### config.mk
export PLATFORM = sky130hd
export DESIGN_NAME = uart_cmd_ctrl
export DESIGN_NICKNAME = d
export VERILOG_FILES = /design/src/rtl/uart_cmd_ctrl.sv
export SDC_FILE = /design/constraint.sdc
export NUM_CORES = 1
export LEC_CHECK = 0
export CORE_ASPECT_RATIO = 0.9
export CORE_MARGIN = 8
export CORE_UTILIZATION = 50
export CTS_CLUSTER_SIZE = 28
export DETAILED_ROUTE_END_ITERATION = 16
export PLACE_DENSITY = 0.67
export SLEW_MARGIN = 0
export SYNTH_ARGS = -nofsm -noshare
export SYNTH_HDL_FRONTEND = slang
export SYNTH_SLANG_ARGS = --single-unit
### constraint.sdc
create_clock -name clk -period 3.15 [get_ports clk]
set_clock_uncertainty 0.2 [all_clocks]
set_input_delay 0.945 -clock clk [delete_from_list [all_inputs] [get_ports clk]]
set_output_delay 0.945 -clock clk [all_outputs]
set_load 0.02 [all_outputs]
### src/rtl/uart_cmd_ctrl.sv
// uart_cmd_ctrl: frames UART bytes (sync, addr, len, payload, xor checksum) into register-bus write bursts
module uart_cmd_ctrl #(
  parameter int CLK_FREQ     = 50_000_000,
  parameter int BAUD         = 115200,
  parameter int TIMEOUT_BITS = 20,
  parameter int MAX_LEN      = 16
) (
  input  logic       clk,
  input  logic       reset,
  input  logic       rx_valid,
  input  logic [7:0] rx_data,
  output logic       wr_en,
  output logic [7:0] wr_addr,
  output logic [7:0] wr_data,
  output logic       frame_ok,
  output logic       frame_err,
  output logic [1:0] err_code,
  output logic       busy
);
  localparam int TIMEOUT_CYC = TIMEOUT_BITS * (CLK_FREQ / BAUD);
  localparam int GW = $clog2(TIMEOUT_CYC + 1);
  localparam int AW = MAX_LEN > 1 ? $clog2(MAX_LEN) : 1;
  localparam logic [7:0] SYNC = 8'hA5;
  typedef enum logic [2:0] {IDLE, ADDR, LEN, DATA, CHK, WRITE} state_t;
  state_t state;
  logic [GW-1:0] gap;
  logic [7:0] idx, frame_len, base_addr, chk;
  logic [7:0] mem [MAX_LEN];
  always_ff @(posedge clk) begin
    wr_en <= 1'b0;
    frame_ok <= 1'b0;
    frame_err <= 1'b0;
    if (reset) begin
      state <= IDLE;
      busy <= 1'b0;
      wr_addr <= '0;
      wr_data <= '0;
      err_code <= '0;
      gap <= '0;
      idx <= '0;
      frame_len <= '0;
      base_addr <= '0;
      chk <= '0;
    end else begin
      case (state)
        IDLE: if (rx_valid && rx_data == SYNC) begin
          state <= ADDR;
          busy <= 1'b1;
          gap <= '0;
        end
        // the first write is issued from CHK, so WRITE stays one cycle past the last write
        WRITE: if (idx == frame_len) begin
          state <= IDLE;
          busy <= 1'b0;
        end else begin
          wr_en <= 1'b1;
          wr_addr <= base_addr + idx;
          wr_data <= mem[idx[AW-1:0]];
          frame_ok <= idx == frame_len - 8'd1;
          idx <= idx + 8'd1;
        end
        default: if (rx_valid) begin
          gap <= '0;
          case (state)
            ADDR: begin
              base_addr <= rx_data;
              chk <= rx_data;
              state <= LEN;
            end
            LEN: if (rx_data == 8'd0 || rx_data > 8'(MAX_LEN)) begin
              frame_err <= 1'b1;
              err_code <= 2'd1;
              state <= IDLE;
              busy <= 1'b0;
            end else begin
              frame_len <= rx_data;
              chk <= chk ^ rx_data;
              idx <= '0;
              state <= DATA;
            end
            DATA: begin
              mem[idx[AW-1:0]] <= rx_data;
              chk <= chk ^ rx_data;
              idx <= idx + 8'd1;
              if (idx == frame_len - 8'd1) state <= CHK;
            end
            default: if (rx_data == chk) begin
              wr_en <= 1'b1;
              wr_addr <= base_addr;
              wr_data <= mem[0];
              frame_ok <= frame_len == 8'd1;
              idx <= 8'd1;
              state <= WRITE;
            end else begin
              frame_err <= 1'b1;
              err_code <= 2'd2;
              state <= IDLE;
              busy <= 1'b0;
            end
          endcase
        end else if (gap == GW'(TIMEOUT_CYC - 1)) begin
          frame_err <= 1'b1;
          err_code <= 2'd3;
          state <= IDLE;
          busy <= 1'b0;
        end else begin
          gap <= gap + 1'b1;
        end
      endcase
    end
  end
endmodule
# Word-level counts from Yosys, hierarchy flattened
# Memories as Yosys holds them, arrays and structs flattened. A register that Yosys moved wholly into a read port is not among the register bits.
# Cells that the tools add are included.
[classes]
mux = 66
div = 0
magnitude_cmp = 1
bitwise = 5
addsub = 4
mul = 0
reduce_logical = 23
shifts = 0
n_eq_ne = 25
[ops]
columns = ["op", "count"]
rows = [
  ["8-bit two-way mux", 13],
  ["8-bit case mux with 2 select lines", 3],
  ["8-bit case mux with 3 select lines", 2],
  ["14-bit two-way mux", 3],
  ["14-bit case mux with 2 select lines", 1],
  ["8-bit == test", 3],
  ["1-bit two-way mux", 23],
  ["3-bit two-way mux", 6],
  ["14-bit by 1-bit adder with 14-bit output (second input constant)", 1],
  ["14-bit == test (second input constant)", 1],
  ["2-bit inequality test (second input constant)", 6],
  ["4-bit AND reduction", 3],
  ["6-bit AND reduction", 2],
  ["2-bit two-way mux", 5],
  ["5-bit inequality test (second input constant)", 2],
  ["1-bit case mux with 2 select lines", 5],
  ["5-bit AND reduction", 2],
  ["3-bit case mux with 3 select lines", 1],
  ["8-bit by 1-bit adder with 8-bit output (second input constant)", 1],
  ["8-bit adder", 1],
  ["8-bit by 1-bit == test with 1-bit output (second input constant)", 1],
  ["8-bit == test (second input constant)", 1],
  ["8-bit by 5-bit > comparator with 1-bit output (second input constant)", 1],
  ["8-bit logical NOT", 1],
  ["other kinds (23)", 36],
]
[word_totals]
mem_bits_rw = 128
input_bits = 11
regBits = 71
memories = 1
latch_bits = 0
rom_bits = 0
elab_cells = 138
out_inout_bits = 22
[mem_list]
columns = ["name", "depth", "word_bits", "read_ports", "rd_ports_with_merged_regs", "wr", "line", "text"]
rows = [
  ["mem", 16, 8, 2, 1, 1, "28", "logic [7:0] mem [MAX_LEN];"],
]

# Logic depth before layout (Yosys ltp)
[logic_depth]
depth_word = 8
depth_mapped = 9

# Least setup slack after synthesis
# Ideal clock, no wire load.
[synth_timing]
path_type = "input to register"
startpoint = "input port rx_data[1]"
endpoint = "register gap[10]"
t_arrival_ns = 2.533
n_path_buf = 1
required_time_ns = 2.822
cell_stages = 7
setup_slack_ns = 0.290
cell_sequence = "or4b_1 -> o31a_1 -> a211oi_2 -> buf_6 -> nand3_1 -> xor2_1 -> nor2_1"
[synth_via]
elab_chain_len = 4
[synth_lines]
columns = ["element", "line", "text"]
rows = [
  ["start: declaration", "11", "input logic [7:0] rx_data,"],
  ["8-bit == test", "46", "IDLE: if (rx_valid && rx_data == SYNC) begin"],
  ["1-bit logical AND", "46", ""],
  ["2-bit inequality test (no line)", "-", ""],
  ["3-bit AND reduction (no line)", "-", ""],
  ["end signal: assignment", "107", "gap <= gap + 1'b1;"],
  ["end: declaration", "26", "logic [GW-1:0] gap;"],
]
# Every way passes these cells.
# A chain may end at the register's enable or synchronous reset.

# Final worst setup path
[layout_timing]
startpoint = "input port rx_data[1]"
endpoint = "register busy"
[layout_via]
elab_chain_len = 4
[layout_lines]
columns = ["element", "line", "text"]
rows = [
  ["8-bit by 5-bit > comparator with 1-bit output, or another cell as far along", "70", "LEN: if (rx_data == 8'd0 || rx_data > 8'(MAX_LEN)) begin"],
  ["1-bit logical OR / 1-bit logical AND (equally long branches)", "70, 46", ""],
  ["5-bit inequality test (no line) / 2-bit inequality test (equally long branches)", "-", ""],
  ["6-bit AND reduction (no line) (*)", "-", ""],
  ["end signal: assignment", "74", "busy <= 1'b0;"],
  ["end signal: assignment", "98", "busy <= 1'b0;"],
  ["end signal: assignment", "105", "busy <= 1'b0;"],
  ["end: declaration", "18", "output logic busy"],
]
# Every way passes the cells marked *; elsewhere a longest branch is shown, timed or not.

==> impl_metrics.tcl <==
set metrics [dict create \
    route.antenna.remaining_nets 0 \
    crit_top_cell "or4b_1" \
    worstPathRequired_ns 3.36 \
    path_max_fanout 4 \
    maxCapViolations 0 \
    crit_type "input pin to register" \
    finalCritPeriodShare 0.961 \
    grt-ovfl-total 0 \
    synth_ff_type "edfxtp_1" \
    chipHeight_um 144 \
    wl_met1_um 9940 \
    viasPerCell 5.82 \
    routed.top_layer "met4" \
    wire_per_inst_um 20.3 \
    numCtsBuffers 22 \
    clock_sinks 203 \
    tritoncts "done" \
    cp-start-kind "input pin" \
    vias 6241 \
    drt_pass1_iterations 7 \
    peakVddDrop_mv 0.342 \
    outcome "finished, final reports clean" \
    diodes 0 \
    core_area_mm2 0.0177 \
    synth_cells 732 \
    htree_levels 1 \
    ys_seq_area_frac 0.590 \
    r2r_slack_ns 0.42 \
    syn_to_final_growth_pct 19.1 \
    grt_pass1_vias 6183 \
    rsz0062_at_grt "false" \
    clkLatencyLatePin_ns 0.52 \
    antenna_found_initial 0 \
    dp_hpwl_um 14600 \
    hold_viol 0 \
    syn_area_per_cell_um2 12.4 \
    critPathTopFamily "simple AND/OR/NAND/NOR gates" \
    grt_max_degree 33 \
    cpPeakStageDelay_ns 0.51 \
    cts-root-buf "clkbuf_16" \
    dieArea_mm2 0.0227 \
    p_per_area_mw_per_mm2 597 \
    track_usage 0.195 \
    drive_gt1_frac 0.183 \
    period_needed_ns 3.03 \
    route.met2.wl_um 10200 \
    die_x_um 158 \
    post-cts-setup-buffers 0 \
    path_clk_slew_ns 0.06 \
    fmax_mhz 330 \
    cts_hold_buf 0 \
    clockBufferDepth 3 \
    async_flop_share 0 \
    numPortBuffers 32 \
    rows 46 \
    drtIter0Drc 496 \
    worst-path-buf-inv 2 \
    synth_fp_nets 758 \
    instances_no_fill 1072 \
    setup_violations 0 \
    crit_arrival_ns 3.24 \
    cp-end-kind "register" \
    ios 33 \
    cp_slowest_cell "or4b_1" \
    p_leak_nw 3.65 \
    ys_warn_count 0 \
    path_cells "clkdlybuf4s50_1, buf_4, or4b_1, o31a_1, nand3b_2, or4b_1, a21oi_1" \
    ys_ff_latch 203 \
    hold_class "register to register" \
    routed_wl_um 21800 \
    nets 842 \
    grt_pass1_wl_um 34400 \
    dp.cells 1032 \
    worst_pin_slew_ns 0.619 \
    drcViolationCount 0 \
    met3_wirelength_um 1330 \
    slew_headroom 0.587 \
    cts.repair.resized 0 \
    ys_types 62 \
    synth_edf_count 128 \
    gp_congestion 0.863 \
    drv_slew 0 \
    netlist_area_mm2 0.00906 \
    fin_util 0.611 \
    initial_core_util 0.513 \
]
[cell type report]
| type | count | area, um^2 |
|---|---|---|
| sequential | 203 | 5350 |
| tap | 240 | 300 |
| clock buffer | 24 | 558 |
| multi-input combinational | 464 | 3450 |
| fill | 1370 | 6880 |
| timing repair buffer | 99 | 848 |
| clock inverter | 16 | 185 |
| inverter | 26 | 97.6 |
[where the power goes]
| group | internal (mW) | leakage (nW) | total [mW] | switching, mW |
|---|---|---|---|---|
| clock network | 1.54 | 0.343 | 2.61 | 1.07 |
| registers | 2.89 | 1.76 | 2.99 | 0.0975 |
| logic | 0.359 | 1.55 | 0.842 | 0.483 |
[metrics by stage]
step	setup TNS, ns	setup WS (ns)	area [um^2]	hold WS [ns]	total power [mW]
floorplan	0	0.290	9060	0.241	3.55
global placement	-9.91	-0.372	10000	0.239	3.85
detailed placement	-11.97	-0.372	10000	0.242	3.88
CTS	0	0.145	10800	0.257	6.47
global route	0	0.0242	10800	0.268	6.67
finish	0	0.123	10800	0.255	6.44
[cells by family (layout without fill, tap and decap cells)]
| kind of cell | after synthesis | in the layout | synth area share |
|---|---|---|---|
| simple gates | 216 | 216 | 0.120 |
| buf+inv | 65 | 165 | 0.0294 |
| xor+xnor | 40 | 40 | 0.0387 |
| compound gates | 151 | 151 | 0.110 |
| mux | 42 | 42 | 0.0906 |
| flops | 203 | 203 | 0.590 |
| fa+ha+maj | 15 | 15 | 0.0215 |
[cells in the final DEF, fill, tap and decap left out, drive strengths merged, types with 3 or more instances in the layout]
cell type      Yosys  routed
a211o              6       6
a211oi            22      22
a21oi             53      53
a31oi              5       5
and2               5       5
and3               4       4
buf               10      67
bufinv             0       3
clkbuf            29      24
clkdlybuf4s50      0      32
clkinv             0       6
clkinvlp           0       6
dfxtp             75      75
edfxtp           128     128
ha                14      14
inv               26      27
mux2i             10      10
mux4              32      32
nand2             50      50
nand2b             5       5
nand3             15      15
nand3b             3       3
nand4             12      12
nor2              69      69
nor2b             13      13
nor3              22      22
nor4               6       6
o21a               3       3
o21ai             26      26
o311ai             8       8
o31ai              9       9
or4                3       3
or4b               4       4
xnor2             13      13
xor2              27      27
[metal layers]
layer  track usage  vias to the layer above
met5             0                        -
met1         0.273                     3071
met4        0.0450                        0
met2         0.314                      209
met3        0.0303                       29
li1              -                     2932
[synth_stat cells, drive strengths merged, types with 13 or more instances]
library cell  number  area [um^2]
xor2              27          236
clkbuf            29          109
nor2b             13         81.3
ha                14          175
a211oi            22          175
nand3             15         75.1
xnor2             13          114
o21ai             26          130
mux4              32          721
edfxtp           128         3840
dfxtp             75         1500
nand2             50          188
a21oi             53          265
nor2              69          262
inv               26         97.6
nor3              22          110
[state kept, by name, summed over array words and instances (netlist names), named ones only]
register and cells:
base_addr 8, wr_addr 8, state 3, err_code 2
frame_len 8, idx 8, gap 14, mem 128
chk 8, frame_err 1, wr_data 8, busy 1
wr_en 1, frame_ok 1
[worst min-delay path: cells and delay by family (launching register included)]
kind | cells | cell delay, ns
buffers and inverters | 1 | 0.05
flip-flops | 1 | 0.31
AO/OA/AOI/OAI | 1 | 0.05
[path summary, 6_finish.rpt]
| kind | depth (start not counted) | from | end |
|---|---|---|---|
| min | 2 | err_code[0]$_SDFFE_PP0P_ | err_code[0]$_SDFFE_PP0P_ |
| min reg2reg | 2 | err_code[0]$_SDFFE_PP0P_ | err_code[0]$_SDFFE_PP0P_ |
| max | 7 | rx_data[1] | busy$_SDFFE_PP0P_ |
| max reg2reg | 8 | idx[0]$_SDFFE_PP0N_ | idx[6]$_SDFFE_PP0N_ |
Power figures use the tool's default switching activity.
